===== src/rtl/mul_seq_if.sv =====
// Issue/result bundle between the execute-stage decode logic (master) and the
// shift-add multiply sequencer (slave).
interface mul_seq_if;
    logic        start;
    logic        op_long;
    logic        op_signed;
    logic        op_acc;
    logic        s_bit;
    logic [31:0] rm;
    logic [31:0] rs;
    logic [31:0] acc_lo;
    logic [31:0] acc_hi;
    logic        n;
    logic        z;
    logic        c;
    logic        v;
    logic        busy;
    logic        done;
    logic [31:0] res_lo;
    logic [31:0] res_hi;
    logic        out_n;
    logic        out_z;
    logic        out_c;
    logic        out_v;

    modport master (
        output start, op_long, op_signed, op_acc, s_bit,
        output rm, rs, acc_lo, acc_hi, n, z, c, v,
        input  busy, done, res_lo, res_hi, out_n, out_z, out_c, out_v
    );

    modport slave (
        input  start, op_long, op_signed, op_acc, s_bit,
        input  rm, rs, acc_lo, acc_hi, n, z, c, v,
        output busy, done, res_lo, res_hi, out_n, out_z, out_c, out_v
    );
endinterface


===== src/rtl/mul_seq.sv =====
// Radix-2 shift-add multiply sequencer for MUL/MLA/UMULL/SMULL/UMLAL/SMLAL.
// Optional macro MUL_EARLY_TERM_EN: finish after 8/16/24 steps once the multiplier is exhausted.
module mul_seq #(
    parameter int ITER_W = 6
) (
    input  logic      clk,
    input  logic      rst_n,
    mul_seq_if.slave  bus
);

    typedef enum logic [1:0] {
        S_IDLE,
        S_ITER,
        S_DONE
    } state_t;

    state_t            state_q, state_d;
    logic [63:0]       p_q, p_d;
    logic [63:0]       mc_q, mc_d;
    logic [31:0]       mr_q, mr_d;
    logic [ITER_W-1:0] i_q, i_d;
    logic              long_q, long_d;
    logic              sgn_q, sgn_d;
    logic              s_bit_q, s_bit_d;
    logic [3:0]        nzcv_in_q, nzcv_in_d;
    logic [31:0]       res_lo_q, res_lo_d;
    logic [31:0]       res_hi_q, res_hi_d;
    logic [3:0]        nzcv_out_q, nzcv_out_d;

    logic [63:0]       addend;
    logic [63:0]       p_step;
    logic              last_step;
    logic              early_stop;
    logic              accept;
    logic              flag_n;
    logic              flag_z;

    // The signed-long correction: bit 31 of the multiplier carries weight -2^31.
    always_comb begin
        addend    = mr_q[0] ? (mc_q << i_q) : 64'd0;
        p_step    = (sgn_q && (i_q == ITER_W'(31))) ? (p_q - addend) : (p_q + addend);
        last_step = (i_q == ITER_W'(31));
    end

`ifdef MUL_EARLY_TERM_EN
    always_comb begin
        early_stop = ((i_q + ITER_W'(1)) == ITER_W'(8)  ||
                      (i_q + ITER_W'(1)) == ITER_W'(16) ||
                      (i_q + ITER_W'(1)) == ITER_W'(24)) &&
                     ((mr_q >> 1) == 32'd0);
    end
`else
    always_comb begin
        early_stop = 1'b0;
    end
`endif

    always_comb begin
        flag_n = long_q ? p_step[63] : p_step[31];
        flag_z = long_q ? (p_step == 64'd0) : (p_step[31:0] == 32'd0);
    end

    always_comb begin
        state_d    = state_q;
        p_d        = p_q;
        mc_d       = mc_q;
        mr_d       = mr_q;
        i_d        = i_q;
        long_d     = long_q;
        sgn_d      = sgn_q;
        s_bit_d    = s_bit_q;
        nzcv_in_d  = nzcv_in_q;
        res_lo_d   = res_lo_q;
        res_hi_d   = res_hi_q;
        nzcv_out_d = nzcv_out_q;
        accept     = 1'b0;

        case (state_q)
            S_IDLE, S_DONE: begin
                state_d = S_IDLE;
                if (bus.start) begin
                    accept = 1'b1;
                end
            end
            S_ITER: begin
                p_d  = p_step;
                mr_d = mr_q >> 1;
                i_d  = i_q + ITER_W'(1);
                if (last_step || early_stop) begin
                    state_d    = S_DONE;
                    res_lo_d   = p_step[31:0];
                    res_hi_d   = long_q ? p_step[63:32] : 32'd0;
                    nzcv_out_d = s_bit_q ? {flag_n, flag_z, nzcv_in_q[1:0]} : nzcv_in_q;
                end
            end
            default: begin
                state_d = S_IDLE;
            end
        endcase

        if (accept) begin
            state_d   = S_ITER;
            p_d       = bus.op_acc ? {(bus.op_long ? bus.acc_hi : 32'd0), bus.acc_lo} : 64'd0;
            mc_d      = (bus.op_long && bus.op_signed) ? {{32{bus.rm[31]}}, bus.rm}
                                                       : {32'd0, bus.rm};
            mr_d      = bus.rs;
            i_d       = '0;
            long_d    = bus.op_long;
            sgn_d     = bus.op_long && bus.op_signed;
            s_bit_d   = bus.s_bit;
            nzcv_in_d = {bus.n, bus.z, bus.c, bus.v};
        end
    end

    always_ff @(posedge clk or negedge rst_n) begin
        if (!rst_n) begin
            state_q    <= S_IDLE;
            p_q        <= 64'd0;
            mc_q       <= 64'd0;
            mr_q       <= 32'd0;
            i_q        <= '0;
            long_q     <= 1'b0;
            sgn_q      <= 1'b0;
            s_bit_q    <= 1'b0;
            nzcv_in_q  <= 4'd0;
            res_lo_q   <= 32'd0;
            res_hi_q   <= 32'd0;
            nzcv_out_q <= 4'd0;
        end else begin
            state_q    <= state_d;
            p_q        <= p_d;
            mc_q       <= mc_d;
            mr_q       <= mr_d;
            i_q        <= i_d;
            long_q     <= long_d;
            sgn_q      <= sgn_d;
            s_bit_q    <= s_bit_d;
            nzcv_in_q  <= nzcv_in_d;
            res_lo_q   <= res_lo_d;
            res_hi_q   <= res_hi_d;
            nzcv_out_q <= nzcv_out_d;
        end
    end

    assign bus.busy   = (state_q == S_ITER);
    assign bus.done   = (state_q == S_DONE);
    assign bus.res_lo = res_lo_q;
    assign bus.res_hi = res_hi_q;
    assign bus.out_n  = nzcv_out_q[3];
    assign bus.out_z  = nzcv_out_q[2];
    assign bus.out_c  = nzcv_out_q[1];
    assign bus.out_v  = nzcv_out_q[0];

endmodule

===== src/flat_wrapper.sv =====
// flat-port wrapper written by rule: the top's interface ports become plain ports
module mul_seq_flat 
#(
    parameter int ITER_W = 6
)
  (clk, rst_n, bus_start, bus_op_long, bus_op_signed, bus_op_acc, bus_s_bit, bus_rm, bus_rs, bus_acc_lo, bus_acc_hi, bus_n, bus_z, bus_c, bus_v, bus_busy, bus_done, bus_res_lo, bus_res_hi, bus_out_n, bus_out_z, bus_out_c, bus_out_v);
  mul_seq_if bus_i ();
  input  logic clk;
  input  logic rst_n;
  input wire logic [$bits(bus_i.start)-1:0] bus_start;
  input wire logic [$bits(bus_i.op_long)-1:0] bus_op_long;
  input wire logic [$bits(bus_i.op_signed)-1:0] bus_op_signed;
  input wire logic [$bits(bus_i.op_acc)-1:0] bus_op_acc;
  input wire logic [$bits(bus_i.s_bit)-1:0] bus_s_bit;
  input wire logic [$bits(bus_i.rm)-1:0] bus_rm;
  input wire logic [$bits(bus_i.rs)-1:0] bus_rs;
  input wire logic [$bits(bus_i.acc_lo)-1:0] bus_acc_lo;
  input wire logic [$bits(bus_i.acc_hi)-1:0] bus_acc_hi;
  input wire logic [$bits(bus_i.n)-1:0] bus_n;
  input wire logic [$bits(bus_i.z)-1:0] bus_z;
  input wire logic [$bits(bus_i.c)-1:0] bus_c;
  input wire logic [$bits(bus_i.v)-1:0] bus_v;
  output wire logic [$bits(bus_i.busy)-1:0] bus_busy;
  output wire logic [$bits(bus_i.done)-1:0] bus_done;
  output wire logic [$bits(bus_i.res_lo)-1:0] bus_res_lo;
  output wire logic [$bits(bus_i.res_hi)-1:0] bus_res_hi;
  output wire logic [$bits(bus_i.out_n)-1:0] bus_out_n;
  output wire logic [$bits(bus_i.out_z)-1:0] bus_out_z;
  output wire logic [$bits(bus_i.out_c)-1:0] bus_out_c;
  output wire logic [$bits(bus_i.out_v)-1:0] bus_out_v;
  assign bus_i.start = bus_start;
  assign bus_i.op_long = bus_op_long;
  assign bus_i.op_signed = bus_op_signed;
  assign bus_i.op_acc = bus_op_acc;
  assign bus_i.s_bit = bus_s_bit;
  assign bus_i.rm = bus_rm;
  assign bus_i.rs = bus_rs;
  assign bus_i.acc_lo = bus_acc_lo;
  assign bus_i.acc_hi = bus_acc_hi;
  assign bus_i.n = bus_n;
  assign bus_i.z = bus_z;
  assign bus_i.c = bus_c;
  assign bus_i.v = bus_v;
  assign bus_busy = bus_i.busy;
  assign bus_done = bus_i.done;
  assign bus_res_lo = bus_i.res_lo;
  assign bus_res_hi = bus_i.res_hi;
  assign bus_out_n = bus_i.out_n;
  assign bus_out_z = bus_i.out_z;
  assign bus_out_c = bus_i.out_c;
  assign bus_out_v = bus_i.out_v;
  mul_seq #(.ITER_W(ITER_W)) u_core (.clk(clk), .rst_n(rst_n), .bus(bus_i));
endmodule

===== config.mk =====
export PLATFORM = sky130hd
export DESIGN_NAME = mul_seq_flat
export DESIGN_NICKNAME = d
export VERILOG_FILES = /design/src/rtl/mul_seq_if.sv /design/src/rtl/mul_seq.sv /design/src/flat_wrapper.sv
export SDC_FILE = /design/constraint.sdc
export NUM_CORES = 1
export LEC_CHECK = 0
export ABC_AREA = 1
export BUFFER_PORTS_ARGS = -buffer_cell sky130_fd_sc_hd__clkbuf_2
export CAP_MARGIN = 20
export CELL_PAD_IN_SITES_DETAIL_PLACEMENT = 1
export CELL_PAD_IN_SITES_GLOBAL_PLACEMENT = 1
export CORE_ASPECT_RATIO = 0.7
export CORE_MARGIN = 2
export CORE_UTILIZATION = 45
export DETAILED_ROUTE_END_ITERATION = 10
export PLACE_DENSITY = 0.95
export SYNTH_ARGS = -nofsm -noshare
export SYNTH_HDL_FRONTEND = slang
export SYNTH_SLANG_ARGS = --single-unit

===== constraint.sdc =====
create_clock -name clk -period 7.3 [get_ports clk]
set_clock_uncertainty 0.2 [all_clocks]
set_input_delay 1.095 -clock clk [delete_from_list [all_inputs] [get_ports clk]]
set_output_delay 1.095 -clock clk [all_outputs]
set_load 0.03 [all_outputs]

==> results by group <==
Outcome
  • Status: finished, final reports clean

Synthesis
  • Yosys top cell area share: 27.8%
  • Synth Instances: 3161
  • Top cells by area, synth: dfrtp_1, nand2_1, nand3_1
  • Synth Register Bits: 212
  • Post-Syn Nets: 3366
  • Ys Warns: 0
  • Yosys cell types: 48
  • EDFF count, synth: 0
  • Count leader, synth: nand2_1
  • Main synth FF type: dfrtp_1
  • Synth area leader: dfrtp_1
  • Post-synth top cells: nand2_1, nand3_1, inv_1, nor2_1, dfrtp_1
  • Syn avg cell area: 6.04 um^2
  • Ys async rst share: 100%
  • Sequential share of the synthesized area: 27.8%
  • Synthesized area: 19100 um^2

Worst setup path
  • CP Class: flip-flop to flip-flop
  • FF-to-FF Start: u_core.i_q[3]
  • CP max FO: 53
  • Data arrival, critical path: 7.18 ns
  • RR Endpoint: u_core.nzcv_out_q[2]
  • CP Launch Type: flip-flop
  • Critical Path Most Common Cell: nand2_1
  • WP data required: 7.59 ns
  • Flop2flop setup slack: 0.41 ns
  • Highest-delay cell along the critical path: clkinv_2
  • CP peak stage delay: 0.59 ns
  • Worst Reg-to-Reg Cells: 33
  • Crit end category: flip-flop

Finish
  • Nets: 3520
  • Fraction of layout cells with a size suffix above 1: 11.0%
  • Area Growth Syn to Fin: 12.5%
  • # fillers: 5847
  • Final Cell Area: 21500 um^2

Clocking
  • PostCTS Resize Cnt: 0
  • Clock sink total: 212
  • Skew-Pair Late Insertion Delay: 0.57 ns
  • Clock transition at path regs: 0.07 ns
  • CTS H-tree depth: 1
  • # Post-CTS Setup Buffers: 0
  • Clock Tree Buf Depth: 3
  • Num CTS Buffers: 24
  • TritonCTS clock tree: built
  • Root Driver: clkbuf_16
  • # hold bufs at CTS: 0

STA
  • Worst Tran Pin Value: 1.11 ns
  • Final period util: 94.4%
  • Final Max Tran Viols: 0
  • RSZ-0062 raised after global routing: false
  • Setup violators final: 0
  • Final setup TNS: 0 ns
  • Final Critical Period: 6.89 ns
  • Worst slew margin: 26.0%
  • Fmax: 0.145 GHz
  • Final hold vios: 0

Route
  • DR WL/cell: 24.9 um
  • Drt total wl: 96800 um
  • Initial DRC count: 2646
  • Vias per Instance: 6.05
  • Post-DRT Antenna Nets: 0
  • Pre-antenna DRT Iters: 6
  • Drt drc: 0
  • Routed vias: 23507

Floorplanning
  • Ports: 209
  • Die W: 250 um
  • Starting Density: 45.4%
  • Die Span Y: 176 um
  • Die ar.: 44100 um^2
  • Std cell rows: 63
  • Core area: 42100 um^2

Placement
  • Final GP Congestion: 1.05
  • I/O Buffers: 208
  • Final HPWL DP: 74800 um
  • Placed instance area: 20600 um^2

Global route
  • Largest net degree at the start of global routing: 141
  • Gr usage total: 43.7%
  • Initial antenna violation count: 2
  • Grt ovf: 0
  • First-pass GRT wire length: 147000 um
  • Vias in the first global route: 23979

Hold path
  • Hold depth: 2
  • Hold crit path type: flip-flop to flip-flop
  • Hold_sp: u_core.mr_q[8]
  • WHS Endpoint: u_core.mr_q[8]

Job
  • Max_cap viols: 0
==> per-stage QoR <==
| step | cells | hold slack [ns] | setup slack, ns | util (%) |
|---|---|---|---|---|
| finish | 3886 | 0.288 | 0.408 | 51.0 |
| global placement | 3840 | 0.261 | 0.612 | 49.0 |
| global route | 3885 | 0.307 | 0.0360 | 51.0 |
| floorplan | 3161 | 0.249 | 2.71 | - |
| detailed placement | 3840 | 0.273 | 0.390 | 49.0 |
| CTS | 3884 | 0.289 | 0.366 | 51.0 |
==> kinds of logic after synthesis <==
kind of cell	after synthesis	synth area share, %
XOR/XNOR	89	4.08
adder cells (fa/ha/maj)	66	4.36
AND/OR/NAND/NOR	1977	44.0
buffers and inverters	469	9.59
AO/OA/AOI/OAI	348	10.2
flip-flops	212	27.8
==> sequential cells by signal (all words and copies together) (netlist names) <==
name and flops:
u_core.nzcv_in_q 4, u_core.bus.res_hi 32, u_core.p_q 64, u_core.bus.res_lo 32, u_core.nzcv_out_q 4, u_core.long_q 1
u_core.s_bit_q 1, u_core.sgn_q 1, u_core.mr_q 32, u_core.state_q 2, u_core.i_q 6, u_core.mc_q 33
==> cell usage in the layout, fill, tap and decap left out, types with 6 or more instances in the layout <==
master,n
clkbuf_2,207
buf_4,38
clkbuf_16,25
ha_1,65
clkbuf_1,6
nand2_2,20
o221ai_1,12
xor2_1,55
dfrtp_1,212
o21ai_0,117
nand3_1,430
inv_1,328
nor3_1,24
nor4_1,6
o21bai_1,7
a22o_1,12
a21oi_1,159
nand3b_1,7
nor2_4,6
o211ai_1,22
xnor2_1,34
inv_2,15
nand4_1,47
nor2_2,10
nand3_2,14
nor2_1,225
nand2_1,1175
==> layout make-up <==
type,instances,area [um^2],share of cell area (%)
well taps,552,691,3.21
clock inverters,8,101,0.472
clock buffers,36,717,3.34
multi-input cells,2480,12000,55.7
inverters,349,1320,6.13
repair buffers,248,1380,6.41
diodes,1,2.50,0.0116
flip-flops and latches,212,5310,24.7
==> worst max-delay path, delay by kind of cell (launching register included) <==
kind | cells | cell delay (ns)
AO/OA/AOI/OAI | 2 | 0.42
buffers and inverters | 5 | 0.91
flip-flops | 1 | 0.37
XOR/XNOR | 1 | 0.15
adder cells (fa/ha/maj) | 2 | 0.59
AND/OR/NAND/NOR | 23 | 4.17
==> routing by layer <==
metal  track usage, %  share of wire [%]  wire, um
met2             65.2                 41     40000
met3             12.4                 12     11200
met1             60.8                 43     42000
met5                0              0.013        13
met4             14.2                3.7      3600
==> how the worst max path moves through the flow <==
| stage | start | to | slack (ns) | cells after the start |
|---|---|---|---|---|
| final | u_core.i_q[3] | u_core.nzcv_out_q[2] | 0.41 | 33 |
| after floorplan | u_core.i_q[0] | u_core.nzcv_out_q[3] | 2.71 | 37 |
| after detailed placement | u_core.i_q[1] | u_core.nzcv_out_q[2] | 0.39 | 34 |
| after CTS | u_core.i_q[1] | u_core.nzcv_out_q[2] | 0.37 | 34 |
| after global placement | u_core.i_q[1] | u_core.nzcv_out_q[2] | 0.61 | 34 |
| after global routing | u_core.i_q[1] | u_core.nzcv_out_q[2] | 0.04 | 35 |
Power is left out: the tool's default activity adds up to more than one toggle a clock period on the data nets, which glitch-free logic cannot reach.
